[config.mk]
export PLATFORM = sky130hd
export DESIGN_NAME = unpacker_bp
export DESIGN_NICKNAME = d
export VERILOG_FILES = /design/src/rtl/unpacker_pkg.sv /design/src/rtl/unpacker_beat_sel.sv /design/src/rtl/unpacker_bp.sv
export SDC_FILE = /design/constraint.sdc
export NUM_CORES = 1
export LEC_CHECK = 0
export ABC_AREA = 0
export ABC_CLOCK_PERIOD_IN_PS = 32200
export CAP_MARGIN = 20
export CORE_AREA = 2 2 609 611
export DETAILED_ROUTE_END_ITERATION = 8
export DIE_AREA = 0 0 611 613
export PLACE_DENSITY_LB_ADDON = 0.25
export SLEW_MARGIN = 20
export SYNTH_ARGS = -nofsm -noshare
export SYNTH_HDL_FRONTEND = slang
export SYNTH_HIERARCHICAL = 1
export SYNTH_SLANG_ARGS = --single-unit
[constraint.sdc]
create_clock -name clk -period 32.2 [get_ports clk]
set_clock_uncertainty 0.05 [all_clocks]
set_input_delay 3.22 -clock clk [delete_from_list [all_inputs] [get_ports clk]]
set_output_delay 3.22 -clock clk [all_outputs]
set_load 0.02 [all_outputs]
[src/rtl/unpacker_pkg.sv]
// unpacker_pkg: FSM state type and beat arithmetic shared by the unpacker
package unpacker_pkg;
  typedef enum logic {IDLE, SEND} state_t;
  // number of beats needed for vbc bytes on an ob-byte bus
  function automatic logic [7:0] num_beats(input logic [7:0] vbc, input int unsigned ob);
    return 8'((32'(vbc) + ob - 1) / ob);
  endfunction
  // bytes carried by the last beat, vbc - (beats-1)*ob, for vbc >= 1
  function automatic logic [7:0] last_vbc(input logic [7:0] vbc, input int unsigned ob);
    return 8'((32'(vbc) + ob - 1) % ob + 1);
  endfunction
endpackage

[src/rtl/unpacker_beat_sel.sv]
// unpacker_beat_sel: selects the current narrow beat out of the held wide word
//   held   in  IN_BYTES*8   held input word, byte i at held[i*8 +: 8]
//   beat   in  BW           beat index
//   o_data out OUT_BYTES*8  held[beat*OUT_BYTES*8 +: OUT_BYTES*8]
module unpacker_beat_sel #(
  parameter int unsigned IN_BYTES  = 160,
  parameter int unsigned OUT_BYTES = 32,
  parameter int          BW        = 3
) (
  input  logic [IN_BYTES*8-1:0]  held,
  input  logic [BW-1:0]          beat,
  output logic [OUT_BYTES*8-1:0] o_data
);
  localparam int unsigned NB = IN_BYTES / OUT_BYTES;
  always_comb begin
    o_data = held[OUT_BYTES*8-1:0];
    for (int i = 1; i < NB; i++)
      o_data = (beat == BW'(i)) ? held[i*OUT_BYTES*8 +: OUT_BYTES*8] : o_data;
  end
endmodule

[src/rtl/unpacker_bp.sv]
// unpacker_bp: splits wide words into OUT_BYTES beats with backpressure and zero-bubble reload
//   clk, reset_L (sync, active-low)
//   val/sop/eop/vbc/data in, ready out           : wide input word handshake
//   o_val/o_sop/o_eop/o_vbc/o_data out, o_ready in: narrow beat handshake
//   idle out                                       : holding register empty
//   err out (only with UNPK_ERR_EN)                : sticky protocol error
module unpacker_bp
  import unpacker_pkg::*;
#(
  parameter int unsigned IN_BYTES  = 160,
  parameter int unsigned OUT_BYTES = 32
) (
  input  logic                   clk,
  input  logic                   reset_L,
  input  logic                   val,
  input  logic                   sop,
  input  logic                   eop,
  input  logic [7:0]             vbc,
  input  logic [IN_BYTES*8-1:0]  data,
  output logic                   ready,
  output logic                   o_val,
  input  logic                   o_ready,
  output logic                   o_sop,
  output logic                   o_eop,
  output logic [7:0]             o_vbc,
  output logic [OUT_BYTES*8-1:0] o_data,
  output logic                   idle
`ifdef UNPK_ERR_EN
  ,
  output logic                   err
`endif
);
  localparam int unsigned NB = IN_BYTES / OUT_BYTES;
  localparam int          BW = $clog2(NB + 1);
  state_t                state_q, state_d;
  logic [IN_BYTES*8-1:0] data_q, data_d;
  logic                  sop_q, sop_d, eop_q, eop_d;
  logic [7:0]            vbc_q, vbc_d, vbc_c;
  logic [BW-1:0]         beats_q, beats_d, beat_q, beat_d;
  logic                  last_beat, take, acc;
  assign idle  = state_q == IDLE;
  assign o_val = state_q == SEND;
  assign o_sop = o_val & sop_q & (beat_q == '0);
  assign o_eop = o_val & eop_q & last_beat;
  assign o_vbc = !o_val ? 8'd0 : last_beat ? last_vbc(vbc_q, OUT_BYTES) : 8'(OUT_BYTES);
  always_comb begin
    vbc_c     = (vbc > 8'(IN_BYTES)) ? 8'(IN_BYTES) : vbc;
    last_beat = beat_q == beats_q - BW'(1);
    take      = o_val & o_ready;
    ready     = idle | (take & last_beat);
    acc       = val & ready & (vbc != 8'd0);
    state_d   = acc ? SEND : (take & last_beat) ? IDLE : state_q;
    data_d    = acc ? data : data_q;
    sop_d     = acc ? sop : sop_q;
    eop_d     = acc ? eop : eop_q;
    vbc_d     = acc ? vbc_c : vbc_q;
    beats_d   = acc ? BW'(num_beats(vbc_c, OUT_BYTES)) : beats_q;
    beat_d    = acc ? '0 : take ? beat_q + BW'(1) : beat_q;
  end
  always_ff @(posedge clk) begin
    if (!reset_L) begin
      state_q <= IDLE;
      sop_q   <= 1'b0;
      eop_q   <= 1'b0;
      vbc_q   <= 8'd0;
      beats_q <= '0;
      beat_q  <= '0;
    end else begin
      state_q <= state_d;
      sop_q   <= sop_d;
      eop_q   <= eop_d;
      vbc_q   <= vbc_d;
      beats_q <= beats_d;
      beat_q  <= beat_d;
    end
  end
  // payload needs no reset: it is only observed while o_val is high
  always_ff @(posedge clk) data_q <= data_d;
  unpacker_beat_sel #(.IN_BYTES(IN_BYTES), .OUT_BYTES(OUT_BYTES), .BW(BW)) u_sel (
    .held(data_q),
    .beat(beat_q),
    .o_data(o_data)
  );
`ifdef UNPK_ERR_EN
  logic open_q, open_d, err_q, err_d;
  always_comb begin
    open_d = acc ? !eop : open_q;
    err_d  = err_q | (acc & ((sop & open_q) | (!sop & !open_q) |
                             (vbc > 8'(IN_BYTES)) | (!eop & (vbc < 8'(IN_BYTES)))));
  end
  always_ff @(posedge clk) begin
    if (!reset_L) begin
      open_q <= 1'b0;
      err_q  <= 1'b0;
    end else begin
      open_q <= open_d;
      err_q  <= err_d;
    end
  end
  assign err = err_q;
`endif
endmodule
==> qor.txt <==
leak pwr - 0.02351 uW
NumNets Final - 5756
sw power - 1088 uW
area of the die - 374500 um2
top-area cell type share of the netlist area - 75.42%
setup TNS - 0 ps
row count - 223
total CTS buffers - 168
Critical Path Start Type - register
Die H - 613 um
fin crit period - 9893 ps
Mapped Avg Cell Area - 17.71 um2
largest family of logic cells by synthesized area - adder cells
Routed Antenna Nets - 0
share of power burned in registers - 45.9%
Initial Util - 13.86%
Yosys Warn Count - 6
Slew Limit Fails - 0
Worst Reg-to-Reg Cells - 8
worst ir drop on vdd - 0.04213 mV
Clk pin slew, worst setup/hold paths - 50 ps
share of post-route cells with drive strength above 1 - 11.91%
design internal power - 3316 uW
CTS tree - yes
post-CTS setup repair buffer count - 0
Placer Congestion - 0.9438
Max-slew headroom - 26.14%
final critical-path share of the clock period - 30.72%
IO Pins - 1563
Synth Area in Compound Gates - 5.413%
P&R area growth vs syn - 52.13%
Final setup viols - 0
maxcap violations - 0
CP Max Fanout - 41
WL/cell - 30.52 um
Syn Inst Count - 2877
core area - 367700 um2
Final Power - 4404 uW
switch share - 24.71%
fmax - 101.1 MHz
post-synth top area cell - edfxtp_1
clock share of power - 43.0%
vias in the first global route - 35387
RSZ-0062 raised after global routing - no
pin count of the biggest net entering global routing - 162
Worst-Margin Slew - 1108 ps
Worst EP required - 28930 ps
Cell Pwr Density - 56.81 nW/um2
Crit. Startpoint - beat_q[1]
Hold-fix buffers, CTS - 0
register area share after synthesis - 75.97%
CTS root buffer - clkbuf_16
first-pass GRT wire length - 365500 um
Hold Crit Start - sop_q
maximum buffer depth of the clock tree - 4
DR vias - 34978
DR iter-0 viols - 3141
worst skew pair latency - 800 ps
Filler cells - 38882
Syn Std Cell Area - 50960 um2
library cells used by synthesis - 42
final hold vios - 0
post-place setup slack - 22370 ps
worst r2r src - beat_q[2]
R2R Setup Slk - 25380 ps
Remaining DRCs - 0
hold_ws - 410.3 ps
Via density - 3.696
initial antenna violation count - 176
main area contributors after synthesis - edfxtp_1, maj3_2, a32o_1, mux2i_1, or3_1
routed wire length - 288800 um
final core utilization - 21.08%
Port Buffers - 1560
CP endpoint kind - output pin
Comb pwr share - 11.1%
Post-Synth Simple-Gate Area - 5.521%
post-detail-place hpwl - 220300 um
DRT Pass-1 Iters - 6
Synth Area in Adders - 5.715%
Yosys reg bits - 1294
die width - 611 um
aggregate global-route resource usage - 14.69%
GRT overflow - 0
xor/xnor share of the synthesized area - 0.1841%
status - finished, final reports clean
H-tree depth - 4
mux share of post-synthesis cell area - 5.028%
CTS Sinks - 1294
critical path class - register to output pin
PnR worst setup slack - 22310 ps
# resized after CTS - 0
Hold Path Depth - 2
Worst Hold Class - register to register
critical path arrival - 6620 ps
==> final cells by class <==
type / count / area [um2] / area share [%]
diodes: 40 / 100.1 / 0.1291
clock buffers: 194 / 4375 / 5.643
flip-flops and latches: 1294 / 38720 / 49.95
well taps: 4837 / 6052 / 7.806
multi-input cells: 1368 / 11170 / 14.41
inverters: 12 / 52.55 / 0.06778
repair buffers: 1614 / 16080 / 20.74
clock inverters: 104 / 969.7 / 1.251
==> routing by layer <==
metal  vias to the layer above  global-route usage, %  part of all wire (%)
li1                      14780                      -                     -
met1                     17829                  16.99                    38
met2                      1717                  25.73                    51
met3                       538                  4.195                   7.7
met4                       114                  5.204                   3.5
met5                         -                      0                  0.26
==> kinds of logic after synthesis <==
group,count (synthesis)
AO/OA/AOI/OAI,282
XOR/XNOR,9
adder cells (fa/ha/maj),260
buffers and inverters,216
flip-flops,1294
multiplexers,256
other,1
AND/OR/NAND/NOR,559
==> layout by cell type, fill, tap and decap left out, types with 7 or more instances in the layout <==
cell type and instances:
mux2i_1 256, inv_6 7, edfxtp_1 1280, bufinv_16 15
maj3_2 240, clkinv_2 25, nand2_1 263, or3_1 258
clkinv_1 39, o21ai_0 9, clkdlybuf4s50_1 1560, dfxtp_1 12
inv_1 10, diode_2 40, clkbuf_1 22, maj3_1 16
a32o_1 256, clkbuf_16 171, nand3_1 10, nor2_1 9
buf_4 49, clkinvlp_4 13
==> critical path, stage by stage, from the launching register on <==
cell and delay, ps:
dfxtp_4 690, or2_4 790, buf_4 600, buf_4 580, buf_4 720, buf_4 610
maj3_2 340, a32o_1 480, clkdlybuf4s50_1 720
==> cell usage after synthesis (all sizes together) <==
library cell  count
edfxtp         1280
nand2           263
or3             258
a32o            256
maj3            256
mux2i           256
clkbuf          118
buf              86
dfxtp            14
inv              11
nand3            10
nor2             10
o21ai            10
o31ai             6
a21oi             5
xnor2             5
ha                4
nand2b            4
nor2b             4
xor2              3
nand3b            2
nor3              2
a2111o            1
a211oi            1
a31o              1
a32oi             1
and2b             1
and3              1
and4b             1
clkinv            1
conb              1
nand4             1
o41ai             1
or2               1
or4               1
xor3              1
==> sequential cells by signal, summed over array words and instances (netlist names) <==
name     count
data_q    1280
o_val        1
eop_q        1
vbc_q        5
beats_q      3
sop_q        1
beat_q       3
==> stage by stage <==
stage               instances  cell area, um2
floorplan                2878           50970
global placement         9125           72090
detailed placement       9125           72090
CTS                      9423           77430
global route             9452           77500
finish                   9463           77530
==> power groups by stage <==
stage          Clock, uW  Combinational, uW  Sequential (uW)
6_report            1890                491             2020
5_1_grt             2010                514             2030
4_1_cts             1960                500             2020
3_5_place_dp           0                496             2050
3_3_place_gp           0                496             2060
2_1_floorplan          0                169             2060
==> final timing paths <==
path	end
worst max-delay path	o_data[117]
worst min-delay path	sop_q
worst max register to register	data_q[606]
worst min register to register	sop_q
Note: power is estimated with default switching activity, not from simulation.
